**config.mk**
```make
export PLATFORM = sky130hd
export DESIGN_NAME = fc_buff_reader
export DESIGN_NICKNAME = d
export VERILOG_FILES = /design/src/rtl/fc_buff_pkg.sv /design/src/rtl/fc_stream_fifo2.sv /design/src/rtl/fc_buff_reader.sv
export SDC_FILE = /design/constraint.sdc
export NUM_CORES = 1
export LEC_CHECK = 0
export CORE_MARGIN = 2
export CORE_UTILIZATION = 49
export CTS_CLUSTER_DIAMETER = 120
export DETAILED_ROUTE_END_ITERATION = 8
export PLACE_DENSITY = 0.73
export SLEW_MARGIN = 20
export SYNTH_ARGS = -nofsm -noshare
export SYNTH_HDL_FRONTEND = slang
export SYNTH_SLANG_ARGS = --single-unit
export TNS_END_PERCENT = 10
```
**constraint.sdc**
```tcl
create_clock -name clk -period 3.11 [get_ports clk]
set_input_delay 0.622 -clock clk [delete_from_list [all_inputs] [get_ports clk]]
set_output_delay 0.622 -clock clk [all_outputs]
set_load 0.03 [all_outputs]
```
**src/rtl/fc_buff_pkg.sv**
```systemverilog
// Shared types and sizing for the FC data buffer read sequencer.
//   SRAM_DEPTH  buffer depth in words
//   DATA_WIDTH  buffer word width
//   REP_WIDTH   width of the repeat-count field
//   AW / LW     address width / length width (length can equal SRAM_DEPTH)
package fc_buff_pkg;

    localparam int unsigned SRAM_DEPTH = 1024;
    localparam int unsigned DATA_WIDTH = 8;
    localparam int unsigned REP_WIDTH  = 8;
    localparam int unsigned AW         = $clog2(SRAM_DEPTH);
    localparam int unsigned LW         = AW + 1;

    typedef enum logic [1:0] {
        IDLE,
        ISSUE,
        DRAIN,
        FIN
    } state_t;

    // One buffered stream beat: word plus pass/command end markers.
    typedef struct packed {
        logic [DATA_WIDTH-1:0] data;
        logic                  vlast;
        logic                  last;
    } fifo_entry_t;

endpackage

```
**src/rtl/fc_stream_fifo2.sv**
```systemverilog
// Two-entry FIFO holding stream beats between the SRAM read port and the
// output handshake.
//   clk, rst  clock, async active-high reset (empties the FIFO)
//   push, din write one entry (caller guarantees occ < 2 or a same-cycle pop)
//   pop       retire the head entry (caller guarantees occ > 0)
//   occ       current occupancy 0..2
//   head      oldest entry, all-zero after reset
module fc_stream_fifo2
    import fc_buff_pkg::*;
(
    input  logic        clk,
    input  logic        rst,
    input  logic        push,
    input  fifo_entry_t din,
    input  logic        pop,
    output logic [1:0]  occ,
    output fifo_entry_t head
);

    fifo_entry_t mem [2];
    logic        wr_ptr;
    logic        rd_ptr;

    // Storage, pointers and occupancy; push+pop in one cycle leaves occ unchanged.
    always_ff @(posedge clk or posedge rst) begin
        if (rst) begin
            mem[0] <= '0;
            mem[1] <= '0;
            wr_ptr <= 1'b0;
            rd_ptr <= 1'b0;
            occ    <= 2'd0;
        end else begin
            if (push) begin
                mem[wr_ptr] <= din;
                wr_ptr      <= ~wr_ptr;
            end
            if (pop) begin
                rd_ptr <= ~rd_ptr;
            end
            occ <= occ + 2'(push) - 2'(pop);
        end
    end

    assign head = mem[rd_ptr];

endmodule

```
**src/rtl/fc_buff_reader.sv**
```systemverilog
// Read-side sequencer for the FC data buffer SRAM. On start it reads LEN words
// from BASE (wrapping at the buffer end), repeats the vector max(REPEAT,1)
// times, and streams the words over valid/ready with per-pass and final markers.
//   clk, rst               clock, async active-high reset (aborts, no done)
//   start, base_addr, len, repeat_cnt   command, sampled only when idle
//   busy, done             command in progress / 1-cycle completion pulse
//   enb, addrb, dob        buffer read port (dob valid 1 cycle after enb)
//   m_data, m_valid, m_ready, m_vlast, m_last   output stream
module fc_buff_reader
    import fc_buff_pkg::*;
(
    input  logic                  clk,
    input  logic                  rst,
    input  logic                  start,
    input  logic [AW-1:0]         base_addr,
    input  logic [LW-1:0]         len,
    input  logic [REP_WIDTH-1:0]  repeat_cnt,
    output logic                  busy,
    output logic                  done,
    output logic                  enb,
    output logic [AW-1:0]         addrb,
    input  logic [DATA_WIDTH-1:0] dob,
    output logic [DATA_WIDTH-1:0] m_data,
    output logic                  m_valid,
    input  logic                  m_ready,
    output logic                  m_vlast,
    output logic                  m_last
);

    state_t               state;
    logic [AW-1:0]        base_r;
    logic [LW-1:0]        len_r;
    logic [REP_WIDTH-1:0] rep_last_r;
    logic [AW-1:0]        idx;
    logic [REP_WIDTH-1:0] pass;
    logic                 inflight;
    logic                 vlast_q;
    logic                 last_q;

    logic                 issue_vlast;
    logic                 issue_last;
    logic                 pop;
    logic [1:0]           occ;
    logic [2:0]           credit;
    fifo_entry_t          push_entry;
    fifo_entry_t          head;

    assign issue_vlast = (LW'(idx) == (len_r - LW'(1)));
    assign issue_last  = issue_vlast && (pass == rep_last_r);
    assign addrb       = base_r + idx;
    assign pop         = m_valid && m_ready;

    // Slots already spoken for after this cycle's pop: buffered + in flight.
    // enb depends on m_ready in the same cycle so a stream with m_ready held
    // high gets one word per cycle.
    assign credit = 3'(occ) + 3'(inflight) - 3'(pop);

    always_comb begin
        enb = 1'b0;
        if ((state == ISSUE) && (credit < 3'd2)) begin
            enb = 1'b1;
        end
    end

    // Sequencer: command latch, address/pass counters, done/busy, read tracking.
    always_ff @(posedge clk or posedge rst) begin
        if (rst) begin
            state      <= IDLE;
            busy       <= 1'b0;
            done       <= 1'b0;
            base_r     <= '0;
            len_r      <= '0;
            rep_last_r <= '0;
            idx        <= '0;
            pass       <= '0;
            inflight   <= 1'b0;
            vlast_q    <= 1'b0;
            last_q     <= 1'b0;
        end else begin
            done     <= 1'b0;
            inflight <= enb;
            // Markers travel alongside the read so they meet dob next cycle.
            if (enb) begin
                vlast_q <= issue_vlast;
                last_q  <= issue_last;
            end
            case (state)
                IDLE: begin
                    if (start) begin
                        base_r     <= base_addr;
                        len_r      <= len;
                        rep_last_r <= (repeat_cnt == '0) ? '0
                                                          : repeat_cnt - REP_WIDTH'(1);
                        idx        <= '0;
                        pass       <= '0;
                        busy       <= 1'b1;
                        if (len == '0) begin
                            state <= FIN;
                            done  <= 1'b1;
                        end else begin
                            state <= ISSUE;
                        end
                    end
                end
                ISSUE: begin
                    if (enb) begin
                        if (issue_vlast) begin
                            idx <= '0;
                            if (issue_last) begin
                                state <= DRAIN;
                            end else begin
                                pass <= pass + REP_WIDTH'(1);
                            end
                        end else begin
                            idx <= idx + AW'(1);
                        end
                    end
                end
                DRAIN: begin
                    // Empty FIFO with nothing in flight means the last beat
                    // has already been accepted.
                    if ((occ == 2'd0) && !inflight) begin
                        state <= FIN;
                        done  <= 1'b1;
                    end
                end
                FIN: begin
                    state <= IDLE;
                    busy  <= 1'b0;
                end
                default: begin
                    state <= IDLE;
                    busy  <= 1'b0;
                end
            endcase
        end
    end

    assign push_entry = '{data: dob, vlast: vlast_q, last: last_q};

    fc_stream_fifo2 u_fifo (
        .clk  (clk),
        .rst  (rst),
        .push (inflight),
        .din  (push_entry),
        .pop  (pop),
        .occ  (occ),
        .head (head)
    );

    assign m_valid = (occ != 2'd0);
    assign m_data  = head.data;
    assign m_vlast = head.vlast;
    assign m_last  = head.last;

endmodule

```
# Word-level counts from Yosys, hierarchy flattened
# Cells that the tools add are included.
[word_totals]
out_inout_bits = 24
wordCells = 96
reg_bits = 78
inputBits = 41
[op_classes]
magnitude_cmp = 4
bitwise_logic = 4
n_addsub = 9
muxes = 30
reduce_logical = 18
eq_ne = 11
[op_table]
columns = ["op", "count"]
rows = [
  ["$mux 10", 7],
  ["$mux 8", 5],
  ["$bwmux 20", 1],
  ["$pmux 10 s2", 1],
  ["$pmux 8 s2", 1],
  ["$mux 2", 6],
  ["$ne 2x2->1 const B", 6],
  ["$eq 10x11->1", 1],
  ["$logic_not 11->1", 1],
  ["$sub 11x1->11 const B", 1],
  ["$add 10x1->10 const B", 1],
  ["$add 10x10->10", 1],
  ["$demux 10 s1", 1],
  ["$reduce_and 5->1", 2],
  ["$add 8x1->8 const B", 1],
  ["$eq 8x8->1", 1],
  ["$logic_not 8->1", 1],
  ["$pmux 2 s4", 1],
  ["$sub 8x1->8 const B", 1],
  ["$reduce_bool 2->1", 3],
  ["$logic_and 1x1->1", 5],
  ["$mux 1", 5],
  ["$eq 2x2->1 const B", 2],
  ["$ge 2x2->1 const B", 2],
  ["other kinds (14)", 19],
]

# Logic depth before layout (Yosys ltp)
[depth]
word_depth = 8
depth_mapped = 15
depth_no_buf = 15

# Hierarchy
# A second synthesis with hierarchy kept.
[unflattened]
hier_cells = 436
hier_area_um2 = 4565.6
[by_module_without_submodules]
columns = ["mod", "area_each_um2", "instances", "cells_per_inst", "seq_area_each_um2"]
rows = [
  ["fc_buff_reader", 3519.6, 1, 369, 1351.3],
  ["fc_stream_fifo2", 1046.0, 1, 67, 600.6],
]

# Worst setup path after synthesis
# Ideal clock, no wire load.
[synth_timing]
path_kind = "register to register"
from = "register u_fifo.occ[1]"
to = "register idx[3]"
setup_slack_ps = -157
n_path_buf = 2
t_required_ps = 2983
t_arrival_ps = 3140
path_stages_with_launch = 16
setup_ps = 127
synth_period_minus_slack_ps = 3267
cell_sequence = "dfrtp_1 > inv_1 > nand2_1 > and2_1 > ha_1 > inv_1 > ha_1 > fa_1 > xnor2_1 > nor2_1 > o22ai_1 > a21oi_1 > clkbuf_1 > and2_1 > clkbuf_1 > nor2_1"
[synth_between]
elab_chain_len = 8
elab_cells_between_ends = 9
classes_between = "add/sub: 2; order compare: 1; eq/ne: 1; mux: 1; reduce/logical: 4"
[synth_lines]
columns = ["item", "line", "rtl"]
rows = [
  ["start, declared", "fc_stream_fifo2.sv:16", "output logic [1:0] occ,"],
  ["start signal, assigned", "fc_stream_fifo2.sv:40", "occ <= occ + 2'(push) - 2'(pop);"],
  ["$reduce_bool 2->1", "fc_buff_reader.sv:151", "assign m_valid = (occ != 2'd0);"],
  ["named net m_valid", "fc_buff_reader.sv:24", "output logic m_valid,"],
  ["$logic_and 1x1->1", "fc_buff_reader.sv:51", "assign pop = m_valid && m_ready;"],
  ["named net pop", "fc_buff_reader.sv:42", "logic pop;"],
  ["$sub 3x1->3", "fc_buff_reader.sv:56", "assign credit = 3'(occ) + 3'(inflight) - 3'(pop);"],
  ["$lt 3x2->1", "fc_buff_reader.sv:60", "if ((state == ISSUE) && (credit < 3'd2)) begin"],
  ["$logic_and 1x1->1", "fc_buff_reader.sv:60", ""],
  ["$mux 1", "fc_buff_reader.sv:60", ""],
  ["$ne 2x2->1 (no source line)", "n/a", ""],
  ["$reduce_and 3->1 (no source line)", "n/a", ""],
  ["end signal, assigned", "fc_buff_reader.sv:115", "idx <= idx + AW'(1);"],
  ["end, declared", "fc_buff_reader.sv:34", "logic [AW-1:0] idx;"],
]
# The timed path passes the listed nets, and every way through them passes these cells.
# A chain may end at the register's enable or synchronous reset.

# Worst setup path after layout
[layout_timing]
from = "register u_fifo.occ[1]"
to = "output port enb"
[layout_between]
elab_chain_len = 6
elab_cells_between_ends = 7
classes_between = "add/sub: 2; order compare: 1; mux: 1; reduce/logical: 3"
[layout_lines]
columns = ["item", "line", "rtl"]
rows = [
  ["$reduce_bool 2->1", "fc_buff_reader.sv:151", ""],
  ["$logic_and 1x1->1", "fc_buff_reader.sv:51", ""],
  ["named net pop", "fc_buff_reader.sv:42", ""],
  ["$sub 3x1->3", "fc_buff_reader.sv:56", ""],
  ["$lt 3x2->1", "fc_buff_reader.sv:60", ""],
  ["$logic_and 1x1->1", "fc_buff_reader.sv:60", ""],
  ["$mux 1", "fc_buff_reader.sv:60", ""],
  ["end, declared", "fc_buff_reader.sv:20", "output logic enb,"],
]
# The timed path passes the listed nets, and every way through them passes these cells.

==> results.md <==
* Pwr Density at 972 nW/um2
* Initial antenna violation count at 0
* Final Hold Viols at 0
* Via count at 3436
* Pwr Total at 5510 uW
* Clk slew on worst S/H paths at 90 ps
* Antenna viol nets, final at 0
* Leakage at 0.00257 uW
* Post-layout nets at 584
* Hold WC Path Type: flop to flop
* Avg WL per Cell at 14.8 um
* IO Port Bufs at 64
* Startpoint Class: flop
* Skew final at 13.7 ps
* Via-to-Cell Ratio at 5.41
* Largest net degree at the start of global routing at 79
* Placed Area at 5270 um2
* Routed WL at 9.40 mm
* Final min period at 3070 ps
* CP Data Arrival Time at 2450 ps
* Dominant cell type by area after synthesis: dfrtp_1
* Synth top area share at 44.7%
* Worst Setup Slack, final at 38.3 ps
* Crit. Startpoint: u_fifo.occ[1]$_DFF_PP0_
* Synth Flop Type: dfrtp_1
* Max-Slew Margin vs Limit at 48.2%
* Post-synthesis compound-gate area fraction at 9.29%
* Worst Max-Slew Pin Slew at 775 ps
* RSZ-0062 raised after global routing: true
* Detailed Place HPWL at 6.72 mm
* # setup viols final at 0
* Io pins at 65
* Worst R2R Path Depth at 15
* Site Rows at 34
* Critical Setup Path Class: flop to primary output
* Adder-cell area share of the yosys netlist at 6.36%
* Worst Hold Launch: u_fifo.mem[11]$_DFFE_PP0P_
* Mapped cell area at 4370 um2
* Post-synthesis xor/xnor area fraction at 7.82%
* Max VDD drop at 0.000365 V
* Die area at 9680 um2
* Syn. warnings at 0
* Clock Latency Late Sink at 360 ps
* N_diodes at 0
* Setup TNS Final at 0 ps
* CTS buffer count at 9
* First-pass DRT Iterations at 5
* DRC violations left at 0
* Crit-path cells: inv_2 -> nand2_2 -> and2_4 -> ha_4 -> inv_2 -> ha_4 -> fa_2 -> xnor2_2 -> nor2_4 -> nand2_2 -> inv_2 -> buf_6
* Final period utilization at 98.8%
* Synth Net Count at 490
* Simple-Gate Fraction of Synth Area at 17.0%
* GR Util All Layers at 19.5%
* Fill count at 681
* Fmax at 0.326 GHz
* CTS tree: done
* Flop and latch count out of synthesis at 78
* DR iter-0 viols at 146
* Die span in y at 98.4 um
* Number of cells on the worst hold path at 2
* Layout cell share with drive strength beyond 1 at 23.5%
* WP data required at 2490 ps
* Core Area at 8680 um2
* CTS sink count at 78
* Largest family of logic cells by synthesized area: simple AND/OR/NAND/NOR gates
* Synthesized instance count at 428
* FFs w/ async S/R, synth at 100%
* Vias in the first global route at 3338
* Die width at 98.4 um
* Area contributors post-synth: dfrtp_1, mux2_2, ha_1
* Netlist cell types at 49
* First-pass GRT wire length at 15.4 mm
* EDFF count, synth at 0
* Register area share after synthesis at 44.7%
* FF-to-FF Start: u_fifo.occ[1]$_DFF_PP0_
* Max-Cap Viols at 0
* H-tree Lvls at 3
* CTS Buffer Depth at 2
* Post-synthesis average cell area at 10.2 um2
* Worst hold margin at 485 ps
* Worst-path fanout max at 3
* CP endpoint kind: primary output
* Max Slew Vio Count at 0
* Clock root cell: clkbuf_8
* Post-synthesis mux area share at 12.0%
* Initial Util at 50.3%
* Outcome: complete, no violations
* Syn-to-layout area delta at 29.8%
* Worst path max stage delay at 420 ps
* CP max-delay cell: dfrtp_1
* RePlAce Congestion at 0.848
* Post-route cell area at 5670 um2
* Top cell by count, worst path: inv_2
* Pre-CTS WS at -391 ps
* Grt ovf at 0
==> cell usage in the layout (no fill, tap or decap), types with 3 or more instances in the layout <==
master	count
xor2_1	23
ha_4	3
xnor2_1	15
nor3_1	7
mux2_2	42
ha_1	16
inv_1	18
a21o_1	4
buf_4	30
o21ai_2	4
a21oi_1	11
nor4_1	7
nor2_1	17
nand2b_1	5
o21ai_0	18
clkbuf_8	9
nand4_1	6
or3_1	6
dfrtp_1	78
clkdlybuf4s50_1	56
a21oi_2	5
mux2i_1	5
inv_2	5
nand3_1	13
dlygate4sd2_1	3
nand2_1	58
o31ai_1	3
and3_1	4
==> metal layers <==
metal	routed length (um)	up-vias	global-route usage [%]
met3	438	9	3.22
li1	-	1707	-
met2	4420	93	31.7
met1	4450	1627	26.9
met5	0	-	0
met4	100	0	6.53
==> power by group <==
group,internal (uW),switching (uW)
clock network,308,433
registers,1380,336
logic,1450,1600
==> area by class of cell <==
| cell class | instances | area [um2] | share of cell area [%] |
|---|---|---|---|
| inverter | 23 | 86.3 | 1.52 |
| clock buffer | 9 | 124 | 2.19 |
| multi-input combinational | 317 | 2440 | 43.0 |
| clock inverter | 7 | 63.8 | 1.13 |
| timing repair buffer | 93 | 867 | 15.3 |
| sequential | 78 | 1950 | 34.4 |
| tap | 108 | 135 | 2.38 |
==> critical path, delay by kind of cell, from the launching register on <==
family | cells | cell delay (ps)
flops | 1 | 420
xor+xnor | 1 | 160
fa+ha+maj | 3 | 800
buf+inv | 4 | 340
simple gates | 4 | 380
==> synth_stat cells, types with 5 or more instances <==
cell type	n
nand2b_1	5
ha_1	19
nand4_1	6
mux2_2	42
mux2i_1	5
nand3_1	13
inv_1	23
xnor2_1	16
xor2_1	23
nor3_1	7
nor2_1	18
dfrtp_1	78
or3_1	6
a21oi_1	17
clkbuf_1	8
nand2_1	60
o21ai_0	20
nor4_1	8
==> state kept, by name (all words and copies together), names as in the netlist, 2 cells and up <==
signal / flops
u_fifo.mem: 20
len_r: 11
base_r: 10
idx: 10
pass: 8
rep_last_r: 8
state: 2
u_fifo.occ: 2
==> metrics by stage <==
stage          cells  util, %
2_1_floorplan    428        -
3_3_place_gp     611     60.8
3_5_place_dp     611     60.8
4_1_cts          628     63.2
5_1_grt          635     65.3
6_report         635     65.3
==> cells by family (layout without fill, tap and decap cells) <==
logic type,after synthesis,in the layout
XOR/XNOR,39,39
flip-flops,78,78
multiplexers,47,47
buffers and inverters,33,132
AND/OR/NAND/NOR,146,146
AO/OA/AOI/OAI,64,64
adder cells (fa/ha/maj),21,21
==> final timing paths <==
path	endpoint	slack (ps)
min reg2reg	u_fifo.mem[11]$_DFFE_PP0P_	490
max	enb	40
min in group asynchronous	base_r[6]$_DFFE_PP0P_	640
min	u_fifo.mem[11]$_DFFE_PP0P_	490
max in group asynchronous	idx[4]$_DFFE_PP0P_	2110
max reg2reg	pass[7]$_DFFE_PP0P_	170
==> what timing repair did <==
action / 4_1_cts / 5_1_grt
gates cloned: 0 / 0
hold buffers: 0 / 0
setup endpoints to repair: 7 / 20
buffers inserted: 1 / 7
pin swaps: 3 / 15
resized for setup: 12 / 27
No activity file was read; power rests on OpenSTA's default activity.
